<file path="src/rtl/gpio_irq_ctrl.sv">
// ============================================================================
// Module     : gpio_irq_ctrl
// Description: GPIO edge-to-interrupt controller with a single-outstanding
//              irq_id/ack handshake. Define GPIO_IRQ_CTRL_RR_EN for round-robin
//              arbitration; fixed lowest-index priority otherwise.
// Revision   : 1.0 - initial release
// ============================================================================
`default_nettype none

module gpio_irq_ctrl #(
  parameter int C_DWIDTH  = 32,
  parameter int C_IDWIDTH = 5
) (
  input  logic                 clk,
  input  logic                 reset_n,
  input  logic [C_DWIDTH-1:0]  l_gpio_i,
  input  logic [C_DWIDTH-1:0]  irq_en,
  input  logic [C_DWIDTH-1:0]  rise_en,
  input  logic [C_DWIDTH-1:0]  fall_en,
  input  logic                 irq_ack,
  output logic                 irq,
  output logic                 irq_valid,
  output logic [C_IDWIDTH-1:0] irq_id,
  output logic [C_DWIDTH-1:0]  pending
);

  typedef enum logic [0:0] {
    IDLE    = 1'b0,
    PRESENT = 1'b1
  } state_t;

  state_t                state;
  logic [C_DWIDTH-1:0]   prev;
  logic                  primed;
  logic [C_DWIDTH-1:0]   edge_hit;
  logic [C_DWIDTH-1:0]   set_mask;
  logic [C_DWIDTH-1:0]   clr_mask;
  logic [C_DWIDTH-1:0]   pending_nxt;
  logic [C_IDWIDTH-1:0]  winner;
  logic                  ack_fire;

  // The first cycle after reset only captures the pin levels, so a pin that
  // is already high or low at release never looks like an edge.
  always_comb begin
    edge_hit = '0;
    if (primed) begin
      edge_hit = (rise_en & l_gpio_i & ~prev) | (fall_en & ~l_gpio_i & prev);
    end
  end

  assign set_mask = edge_hit & irq_en;
  assign ack_fire = (state == PRESENT) && irq_ack;

  always_comb begin
    clr_mask = '0;
    for (int i = 0; i < C_DWIDTH; i++) begin
      clr_mask[i] = ack_fire && (irq_id == C_IDWIDTH'(i));
    end
  end

  // Set after clear: a fresh edge on the acknowledged pin keeps it pending.
  assign pending_nxt = (pending & ~clr_mask) | set_mask;

`ifdef GPIO_IRQ_CTRL_RR_EN
  logic [C_IDWIDTH-1:0]  rr_ptr;
  logic [2*C_DWIDTH-1:0] pend_rot;
  logic [C_IDWIDTH:0]    rr_sum;

  // Rotate pending so the search origin sits at bit 0, pick the lowest set
  // bit, then map the offset back to an absolute pin index.
  always_comb begin
    pend_rot = {pending, pending} >> rr_ptr;
    rr_sum   = '0;
    for (int k = C_DWIDTH - 1; k >= 0; k--) begin
      if (pend_rot[k]) begin
        rr_sum = {1'b0, rr_ptr} + (C_IDWIDTH + 1)'(k);
      end
    end
    if (rr_sum >= (C_IDWIDTH + 1)'(C_DWIDTH)) begin
      rr_sum = rr_sum - (C_IDWIDTH + 1)'(C_DWIDTH);
    end
    winner = rr_sum[C_IDWIDTH-1:0];
  end
`else
  always_comb begin
    winner = '0;
    for (int i = C_DWIDTH - 1; i >= 0; i--) begin
      if (pending[i]) begin
        winner = C_IDWIDTH'(i);
      end
    end
  end
`endif

  always_ff @(posedge clk or negedge reset_n) begin
    if (!reset_n) begin
      prev      <= '0;
      primed    <= 1'b0;
      pending   <= '0;
      irq       <= 1'b0;
      irq_valid <= 1'b0;
      irq_id    <= '0;
      state     <= IDLE;
`ifdef GPIO_IRQ_CTRL_RR_EN
      rr_ptr    <= '0;
`endif
    end else begin
      prev    <= l_gpio_i;
      primed  <= 1'b1;
      pending <= pending_nxt;
      irq     <= |pending_nxt;
      case (state)
        IDLE: begin
          if (|pending) begin
            irq_id    <= winner;
            irq_valid <= 1'b1;
            state     <= PRESENT;
          end
        end
        PRESENT: begin
          // Grant is frozen until acknowledged; enables and edges do not move it.
          if (irq_ack) begin
            irq_valid <= 1'b0;
            state     <= IDLE;
`ifdef GPIO_IRQ_CTRL_RR_EN
            rr_ptr    <= (irq_id == C_IDWIDTH'(C_DWIDTH - 1)) ? '0
                                                               : irq_id + C_IDWIDTH'(1);
`endif
          end
        end
        default: state <= IDLE;
      endcase
    end
  end

endmodule

`default_nettype wire

</file>
<file path="config.mk">
export PLATFORM = sky130hd
export DESIGN_NAME = gpio_irq_ctrl
export DESIGN_NICKNAME = d
export VERILOG_FILES = /design/src/rtl/gpio_irq_ctrl.sv
export SDC_FILE = /design/constraint.sdc
export NUM_CORES = 1
export LEC_CHECK = 0
export CAP_MARGIN = 20
export CORE_ASPECT_RATIO = 0.7
export CORE_MARGIN = 10
export CORE_UTILIZATION = 55
export DETAILED_ROUTE_END_ITERATION = 8
export DONT_BUFFER_PORTS = 1
export PLACE_DENSITY = 0.77
export SYNTH_ARGS = -nofsm -noshare
export SYNTH_HDL_FRONTEND = slang
export SYNTH_SLANG_ARGS = --single-unit
</file>
<file path="constraint.sdc">
create_clock -name clk -period 4.97 [get_ports clk]
set_input_delay 0.994 -clock clk [delete_from_list [all_inputs] [get_ports clk]]
set_output_delay 0.994 -clock clk [all_outputs]
set_load 0.005 [all_outputs]
</file>
==> results of run 1 <==
## stage by stage
step                std cells  power, mW  setup slack [ns]
global route              432       1.77              2.08
detailed placement        416       1.26              2.06
global placement          416       1.25              2.10
floorplan                 347       1.11              2.55
CTS                       432       1.68              2.35
finish                    432       1.68              2.26
## logic make-up (layout without fill, tap and decap cells)
| kind of cell | count (synthesis) | in the layout | synth area share, % |
|---|---|---|---|
| other | 1 | 1 | 0.108 |
| flip-flops | 73 | 73 | 52.7 |
| AO/OA/AOI/OAI | 97 | 97 | 19.7 |
| AND/OR/NAND/NOR | 158 | 158 | 25.2 |
| buffers and inverters | 18 | 25 | 2.24 |
## cells in the final DEF (no fill, tap or decap), types with 8 or more instances in the layout
master and n:
dfrtp_1 73, nand2_1 40, o21ai_0 38, nand3b_1 32, a32o_1 31, nand3_1 26
nor2_1 17, a21oi_1 12, clkbuf_8 11, nor4_1 9, inv_1 8
## final timing paths
kind | startpoint | end | slack (ns) | cells past startpoint
worst max register to register | irq_id[0] | irq | 2.26 | 6
min in group clk | irq_id[4] | irq_id[4] | 0.60 | 2
worst max-delay path | irq_id[0] | irq | 2.26 | 6
max in group asynchronous | reset_n | irq | 4.52 | 0
worst min register to register | irq_id[4] | irq_id[4] | 0.60 | 2
worst min-delay path | reset_n | state | 0.34 | 0
## state kept, by name, summed over array words and instances (netlist names)
| name | count |
|---|---|
| pending | 32 |
| prev | 32 |
| irq_id | 5 |
| irq | 1 |
| irq_valid | 1 |
| primed | 1 |
| state | 1 |
## final cells by class
class	count	area, sq um
Sequential cell	73	1830
Timing Repair Buffer	1	7.51
Tap cell	78	97.6
Inverter	8	30.0
Multi-Input combinational cell	256	1560
Clock buffer	12	155
Clock inverter	4	27.5
Fill cell	527	2450
## report_power, final
part / total [mW] / switching, mW / internal (mW)
sequential: 0.901 / 0.196 / 0.705
combinational: 0.361 / 0.225 / 0.136
clock: 0.422 / 0.215 / 0.208
total: 1.68 / 0.636 / 1.05
## per-layer routing
metal | global-route usage (%) | vias to the layer above | routed length (microns)
met2 | 30.0 | 189 | 4740
met3 | 13.8 | 14 | 1830
li1 | - | 1327 | -
met4 | 5.61 | 0 | 155
met5 | 0 | - | 0
met1 | 24.7 | 1383 | 4110
==> results_dict.tcl, run 1 <==
set metrics [dict create \
    relSlewSlack_pct 43.7 \
    crit_chain "nor2b_1 -> nand3_1 -> a32o_1 -> nor4_1 -> nor4bb_1 -> nand4_1" \
    clkTransAtPathRegs_ns 0.08 \
    fin_crit_sh_pct 54.6 \
    setup_viol 0 \
    crit_slowest_cell "nor2b_1" \
    rsz0062_at_grt "no" \
    synth_fp_nets 478 \
    path_class "register to register" \
    crit_fanout 7 \
    cp_data_arrival_time_ns 2.92 \
    insertion_delay_ns 0.35 \
    yosys_warnings 0 \
    syn_inst 347 \
    tightest_slew_ns 0.843 \
    finalHoldViolCount 0 \
    yosysTopAreaCell "dfrtp_1" \
    drt_iter0_markers 206 \
    htree_levels 3 \
    p_per_area_nw_per_um2 455 \
    antenna_left 0 \
    antennaDiodeCount 0 \
    synth_edf_count 0 \
    async_reset_ff_share_pct 100 \
    drc 0 \
    drive_gt1_share_pct 6.21 \
    synthTopCellsByArea "dfrtp_1, a32o_1, nand3b_1" \
    clock.fmax_mhz 369 \
    cts_buffer_depth 2 \
    synth_most_common_cell "dfrtp_1" \
    tns_ns 0 \
    cts_hold_buffers 0 \
    portBuffers 0 \
    postLayoutCellArea_sq_um 3700 \
    die_area_sq_um 9920 \
    postLayoutCoreUtil_pct 60.2 \
    ys.flop_type "dfrtp_1" \
    post_synth.cell_area_avg_sq_um 9.98 \
    place_area_sq_um 3520 \
    die-width_microns 115 \
    areaGrowthSynthToFinish_pct 6.94 \
    via_per_inst 6.74 \
    yosysUniqueCellTypes 40 \
    core-area_sq_um 6160 \
    gp_congestion 0.934 \
    cts_buffers 9 \
    fin_nets 480 \
    clock-sinks 73 \
    worst_setup_path_start_kind "register" \
    io_pins 170 \
    firstDrtPassIters 5 \
    post_cts_resized 0 \
    num_vias 2913 \
    track_usage_pct 20.7 \
    period_minus_slack_ns 2.71 \
    max_stage_delay_ns 0.72 \
    crit_required_ns 5.18 \
    rows 24 \
    critPathTopFamily "simple AND/OR/NAND/NOR gates" \
    grt-ovfl-total 0 \
    die_h_microns 86.4 \
    synth_area_sq_um 3460 \
    power_leakage_nw 1.37 \
    detail_route.wirelength_microns 10800 \
    start_util_pct 56.3 \
    maxCapViolCount 0 \
    dpl.hpwl_microns 8600 \
    grt_pass1_vias 2959 \
    cts_setup_buffers 0 \
    grt_pass1_wl_microns 16000 \
    end_kind "register" \
    synth_seq_cells 73 \
    status "completed" \
    whs_ns 0.340 \
    irDropWorstVdd_v 0.000215 \
    avgRoutedWirePerCell_microns 25.1 \
    antenna_found_initial 0 \
    synth.top_cell.area_share_pct 52.7 \
    grt_max_degree 74 \
    worstHoldPathType "input port to async pin" \
    cts_tree "yes" \
    cp_num_buf_inv 0 \
    synthTopCellsByCount "dfrtp_1, nand2_1, o21ai_0, nand3b_1, a32o_1" \
    root_buffer "clkbuf_8" \
    synth_seq_area_share_pct 52.7 \
    final_max_slew_viol_count 0 \
    skew_ns 0.00681 \
]
Power figures use the tool's default switching activity.
==> run 2: changes to the inputs <==
ABC_AREA = 1   (was default)
clock period = 2.7 ns   (was 4.97 ns; I/O delays follow)
==> run 2 against run 1 <==
  * Power is 66% higher
  * Die area is 1.2% higher
  * Combinational power increased by 26%
  * Clock power grew 130%
  * Wire length down 0.42%
  * Setup slack worse by 2.0 ns
  * Core utilization up 1.9 points
  * Hold slack got worse by 0.26 ns
  * Synthesized area up 1.4%
  * Sequential share of layout area down 2.0 points
  * Clock skew decreased by 0.0020 ns
  * Synthesized cell count rose by 28%
==> results_dict.tcl, run 2 <==
set metrics [dict create \
    status "completed" \
    core-area_sq_um 6220 \
    yosysTopAreaCell "dfrtp_1" \
    crit_slowest_cell "dfrtp_1" \
    final_common_cell "o21ai_0" \
    clock-sinks 73 \
    power_mw 2.80 \
    yosys_warnings 0 \
    setup.worst_path.start "irq_id[1]" \
    reg2reg_slack_ns 0.27 \
    drive_gt1_share_pct 5.90 \
    synthTopCellsByCount "o21ai_0, nand2_1, dfrtp_1, inv_1, nand3_1" \
    clock.fmax_mhz 411 \
    dpl.hpwl_microns 8760 \
    start_util_pct 56.5 \
    die-width_microns 116 \
    p_per_area_nw_per_um2 727 \
    crit_required_ns 2.94 \
    max_stage_delay_ns 0.45 \
    end_kind "register" \
    syn_inst 445 \
    io_pins 170 \
    skew_ns 0.00485 \
    fin_nets 584 \
    synth_most_common_cell "o21ai_0" \
    fin_crit_sh_pct 90.0 \
    finalHoldViolCount 0 \
    path_depth 8 \
    synthTopCellsByArea "dfrtp_1, o21ai_0, nand2_1" \
    top_regs "pending: 32 flops, prev: 32 flops, irq_id: 5 flops" \
    regArea_sq_um 1830 \
    track_usage_pct 21.2 \
    drt_iter0_markers 168 \
    final_max_slew_viol_count 0 \
    grt-ovfl-total 0 \
    areaGrowthSynthToFinish_pct 9.76 \
    power_leakage_nw 1.77 \
    tns_ns 0 \
    grt_max_degree 74 \
    period_minus_slack_ns 2.43 \
    die_area_sq_um 10000 \
    via_per_inst 5.66 \
    drc 0 \
    rows 24 \
    cp_data_arrival_time_ns 2.67 \
    cts_setup_buffers 0 \
    reg2reg_from "irq_id[1]" \
    synth_seq_area_share_pct 52.0 \
    antennaDiodeCount 0 \
    antenna_left 0 \
    die_h_microns 86.9 \
    insertion_delay_ns 0.35 \
    setup_viol 0 \
    layout_common_cells "o21ai_0, nand2_1, dfrtp_1" \
    timing.rr.end "irq" \
    relSlewSlack_pct 65.9 \
    worstHoldPathType "input port to async pin" \
    async_reset_ff_share_pct 100 \
    cp_num_buf_inv 1 \
    crit_path_frequent_cell "o21ai_0" \
    antenna_found_initial 0 \
    crit_fanout 5 \
    avgRoutedWirePerCell_microns 20.1 \
    maxCapViolCount 0 \
    grt_pass1_wl_microns 16600 \
    ff2ff_path_depth 8 \
    synth_seq_cells 73 \
    multiInputGateArea_sq_um 1340 \
    root_buffer "clkbuf_8" \
    clkTransAtPathRegs_ns 0.07 \
    tightest_slew_ns 0.507 \
    critPathTopFamily "simple AND/OR/NAND/NOR gates" \
    cts_tree "yes" \
    detail_route.wirelength_microns 10800 \
    post_synth.cell_area_avg_sq_um 7.90 \
    ys.flop_type "dfrtp_1" \
    portBuffers 0 \
    synth_area_sq_um 3510 \
    cts_buffers 9 \
    rsz0062_at_grt "no" \
    critPathCapture "irq" \
    synth.top_cell.area_share_pct 52.0 \
    gp_congestion 0.935 \
    synth_fp_nets 576 \
    worst_setup_path_start_kind "register" \
    grt_pass1_vias 3219 \
    num_vias 3033 \
    fill_cells 541 \
    firstDrtPassIters 4 \
    crit_chain "inv_1 -> nor2_1 -> nand2_1 -> o21ai_0 -> o21ai_0 -> nor4_1 -> nand4_1 -> or2_1" \
    yosysUniqueCellTypes 19 \
    htree_levels 3 \
    path_class "register to register" \
    cts_buffer_depth 2 \
    synth_edf_count 0 \
    irDropWorstVdd_v 0.000344 \
]
run 2: through the flow:
stage / util, % / setup slack (ns) / cell area [sq um] / std cells / hold slack [ns]
2_1_floorplan: - / 0.831 / 3510 / 445 / 0.244
3_3_place_gp: 57.9 / 0.281 / 3600 / 519 / 0.247
3_5_place_dp: 57.9 / 0.238 / 3600 / 519 / 0.247
4_1_cts: 62.0 / 0.311 / 3860 / 536 / 0.0801
5_1_grt: 62.0 / 0.0296 / 3860 / 536 / 0.0826
6_report: 62.0 / 0.269 / 3860 / 536 / 0.0774
run 2: area by class of cell:
cell class	instances	area share [%]
clock buffers	11	3.93
clock inverters	5	2.01
inverters	80	8.50
multi-input cells	287	34.8
flip-flops and latches	73	47.4
well taps	78	2.53
repair buffers	2	0.909
run 2: worst min path at each step:
| stage | startpoint | to | slack [ns] | cells past startpoint |
|---|---|---|---|---|
| global route | reset_n | irq_valid | 0.08 | 1 |
| finish | reset_n | prev[22] | 0.08 | 1 |
| global placement | reset_n | prev[23] | 0.25 | 0 |
| detailed placement | reset_n | prev[23] | 0.25 | 0 |
| floorplan | reset_n | irq | 0.24 | 0 |
| CTS | reset_n | prev[22] | 0.08 | 1 |
run 2: per-layer routing:
metal	track usage, %	part of all wire (%)
met5	0	0
met4	4.01	0.91
met3	11.6	14
met2	32.6	45
met1	25.9	40
run 2: power breakdown:
group / internal (mW) / switching [mW] / total, mW
Sequential: 1.22 / 0.162 / 1.38
Combinational: 0.137 / 0.317 / 0.454
Clock: 0.567 / 0.404 / 0.972
run 2: repair_timing:
item,4_1_cts,5_1_grt
resized for setup,0,0
endpoints found under the hold margin,73,0
hold buffers,1,0
run 2: logic make-up (layout without fill, tap and decap cells):
family | after synthesis | after routing | synth area share (%)
AO/OA/AOI/OAI | 140 | 140 | 20.2
buffers and inverters | 85 | 98 | 9.86
flip-flops | 73 | 73 | 52.0
other | 1 | 1 | 0.107
AND/OR/NAND/NOR | 146 | 146 | 17.8
run 2: worst register-to-register path, delay by kind of cell (launching register included):
| kind | cells | cell delay, ns |
|---|---|---|
| AND/OR/NAND/NOR | 5 | 1.42 |
| buffers and inverters | 1 | 0.08 |
| AO/OA/AOI/OAI | 2 | 0.38 |
| flip-flops | 1 | 0.45 |
==> run 3: changes to the inputs <==
RECOVER_POWER = 50   (was default)
==> run 3 against run 2 <==
  * The flow now finishes with violations (capacitance limit, slew limit)
  * Final cell count unchanged
  * Sequential cell count unchanged
  * Hold slack better by 0.14 ns
  * Combinational power is 1% lower
  * Core utilization decreased by 0.36 points
  * Global-route usage stayed put
  * Cell area fell by 0.58%
  * Critical path type unchanged
  * Largest cell class unchanged
  * Largest power group unchanged
==> results_dict.tcl, run 3 (synthesis results as in run 2) <==
set metrics [dict create \
    status "finished, violations left" \
    violations "capacitance limit, slew limit" \
    combPwrFrac_pct 16.1 \
    crit_fanout 5 \
    tns_ns 0 \
    start_util_pct 56.5 \
    cp_data_arrival_time_ns 2.66 \
    num_vias 3027 \
    power_mw 2.80 \
    path_depth 8 \
    gp_congestion 0.935 \
    end_kind "register" \
    period_minus_slack_ns 2.42 \
    cp_num_buf_inv 1 \
    insertion_delay_ns 0.35 \
    whs_ns 0.213 \
    fin_crit_sh_pct 89.6 \
    core-area_sq_um 6220 \
    die_h_microns 86.9 \
    reg2reg_from "irq_id[1]" \
    antenna_left 0 \
    cts_buffers 9 \
    clkTransAtPathRegs_ns 0.07 \
    cts_tree "yes" \
    detail_route.wirelength_microns 10800 \
    drt_iter0_markers 156 \
    worst_setup_path_start_kind "register" \
    relSlewSlack_pct -19.5 \
    swShare_pct 31.5 \
    hp-start "l_gpio_i[13]" \
    power_frac_clock_pct 34.7 \
    grt_max_degree 74 \
    cts_setup_buffers 0 \
    maxCapViolCount 1 \
    grt-ovfl-total 0 \
    rsz0062_at_grt "no" \
    crit_chain "inv_1 -> nor2_1 -> nand2_1 -> o21ai_0 -> o21ai_0 -> nor4_1 -> nand4_1 -> or2_1" \
    track_usage_pct 21.2 \
    irDropWorstVdd_v 0.000344 \
    setup_viol 0 \
    root_buffer "clkbuf_8" \
    final_max_slew_viol_count 74 \
    crit_required_ns 2.94 \
    drive_gt1_share_pct 5.90 \
    p_per_area_nw_per_um2 729 \
    clock.fmax_mhz 413 \
    crit_path_frequent_cell "o21ai_0" \
    grt_pass1_wl_microns 16600 \
    hold_depth 0 \
    worstHoldPathType "input port to register" \
    seqPwrFrac_pct 49.3 \
    finalHoldViolCount 0 \
    rows 24 \
    areaGrowthSynthToFinish_pct 9.12 \
    clock-sinks 73 \
    power_switching_uw 880 \
    power_leakage_nw 1.76 \
    dpl.hpwl_microns 8760 \
    antennaDiodeCount 0 \
    firstDrtPassIters 4 \
    avgRoutedWirePerCell_microns 20.1 \
    max_stage_delay_ns 0.45 \
    htree_levels 3 \
    final_common_cell "o21ai_0" \
    skew_ns 0.00445 \
    drc 0 \
    cts_buffer_depth 2 \
    tightest_slew_ns 1.79 \
    top_regs "pending: 32 flops, prev: 32 flops, irq_id: 5 flops" \
    ff2ff_path_depth 8 \
    fin_nets 584 \
    antenna_found_initial 0 \
    postLayoutCoreUtil_pct 61.7 \
    die_area_sq_um 10000 \
    grt_pass1_vias 3219 \
    setup.worst_path.start "irq_id[1]" \
    layout_common_cells "o21ai_0, nand2_1, dfrtp_1" \
    crit_slowest_cell "dfrtp_1" \
    via_per_inst 5.65 \
    internal_power_mw 1.92 \
    io_pins 170 \
    critPathTopFamily "simple AND/OR/NAND/NOR gates" \
    path_class "register to register" \
    portBuffers 0 \
    die-width_microns 116 \
]
[run 3: changes by cell type in the layout (fill, tap and decap cells not counted)]
cell | before | now
buf_16 | 1 | 0
clkbuf_2 | 0 | 1
[run 3: power groups by stage]
stage                     sequential (mW)  combinational [mW]  clock, mW
after floorplan                      1.33               0.331          0
after global placement               1.39               0.414          0
after detailed placement             1.40               0.422          0
after CTS                            1.38               0.452      0.994
after global routing                 1.40               0.525       1.05
final                                1.38               0.449      0.969
[run 3: what timing repair did]
action,4_1_cts,5_1_grt
resized for setup,0,0
hold buffers,1,0
hold endpoints to repair,73,0
[run 3: metrics by stage]
stage / setup slack, ns / std cells / cell area [sq um]
floorplan: 0.831 / 445 / 3510
global placement: 0.281 / 519 / 3600
detailed placement: 0.238 / 519 / 3600
CTS: 0.311 / 536 / 3860
global route: 0.0296 / 536 / 3830
finish: 0.280 / 536 / 3830
[run 3: worst paths after layout]
path	to	slack, ns
worst max-delay path	irq	0.28
worst min-delay path	prev[13]	0.21
worst max register to register	irq	0.28
worst min register to register	irq_valid	0.55
max in group asynchronous	irq_id[2]	0.96
min in group asynchronous	prev[22]	0.66
[run 3: area by class of cell]
class / instances / area [sq um]
clock buffer: 11 / 151
clock inverter: 5 / 77.6
fill: 544 / 2380
inverter: 80 / 328
multi-input combinational: 287 / 1340
sequential: 73 / 1830
tap: 78 / 97.6
timing repair buffer: 2 / 12.5
[run 3: routing by layer]
metal	global-route usage (%)	up-vias	share of wire, %
li1	-	1494	-
met1	25.9	1373	41
met2	32.6	152	45
met3	11.6	8	14
met4	4.01	0	0.91
met5	0	-	0
[run 3: worst reg2reg max path: cells and delay by family, from the launching register on]
kind / cells / cell delay (ns)
compound gates: 2 / 0.38
buf+inv: 1 / 0.08
flops: 1 / 0.45
simple gates: 5 / 1.39
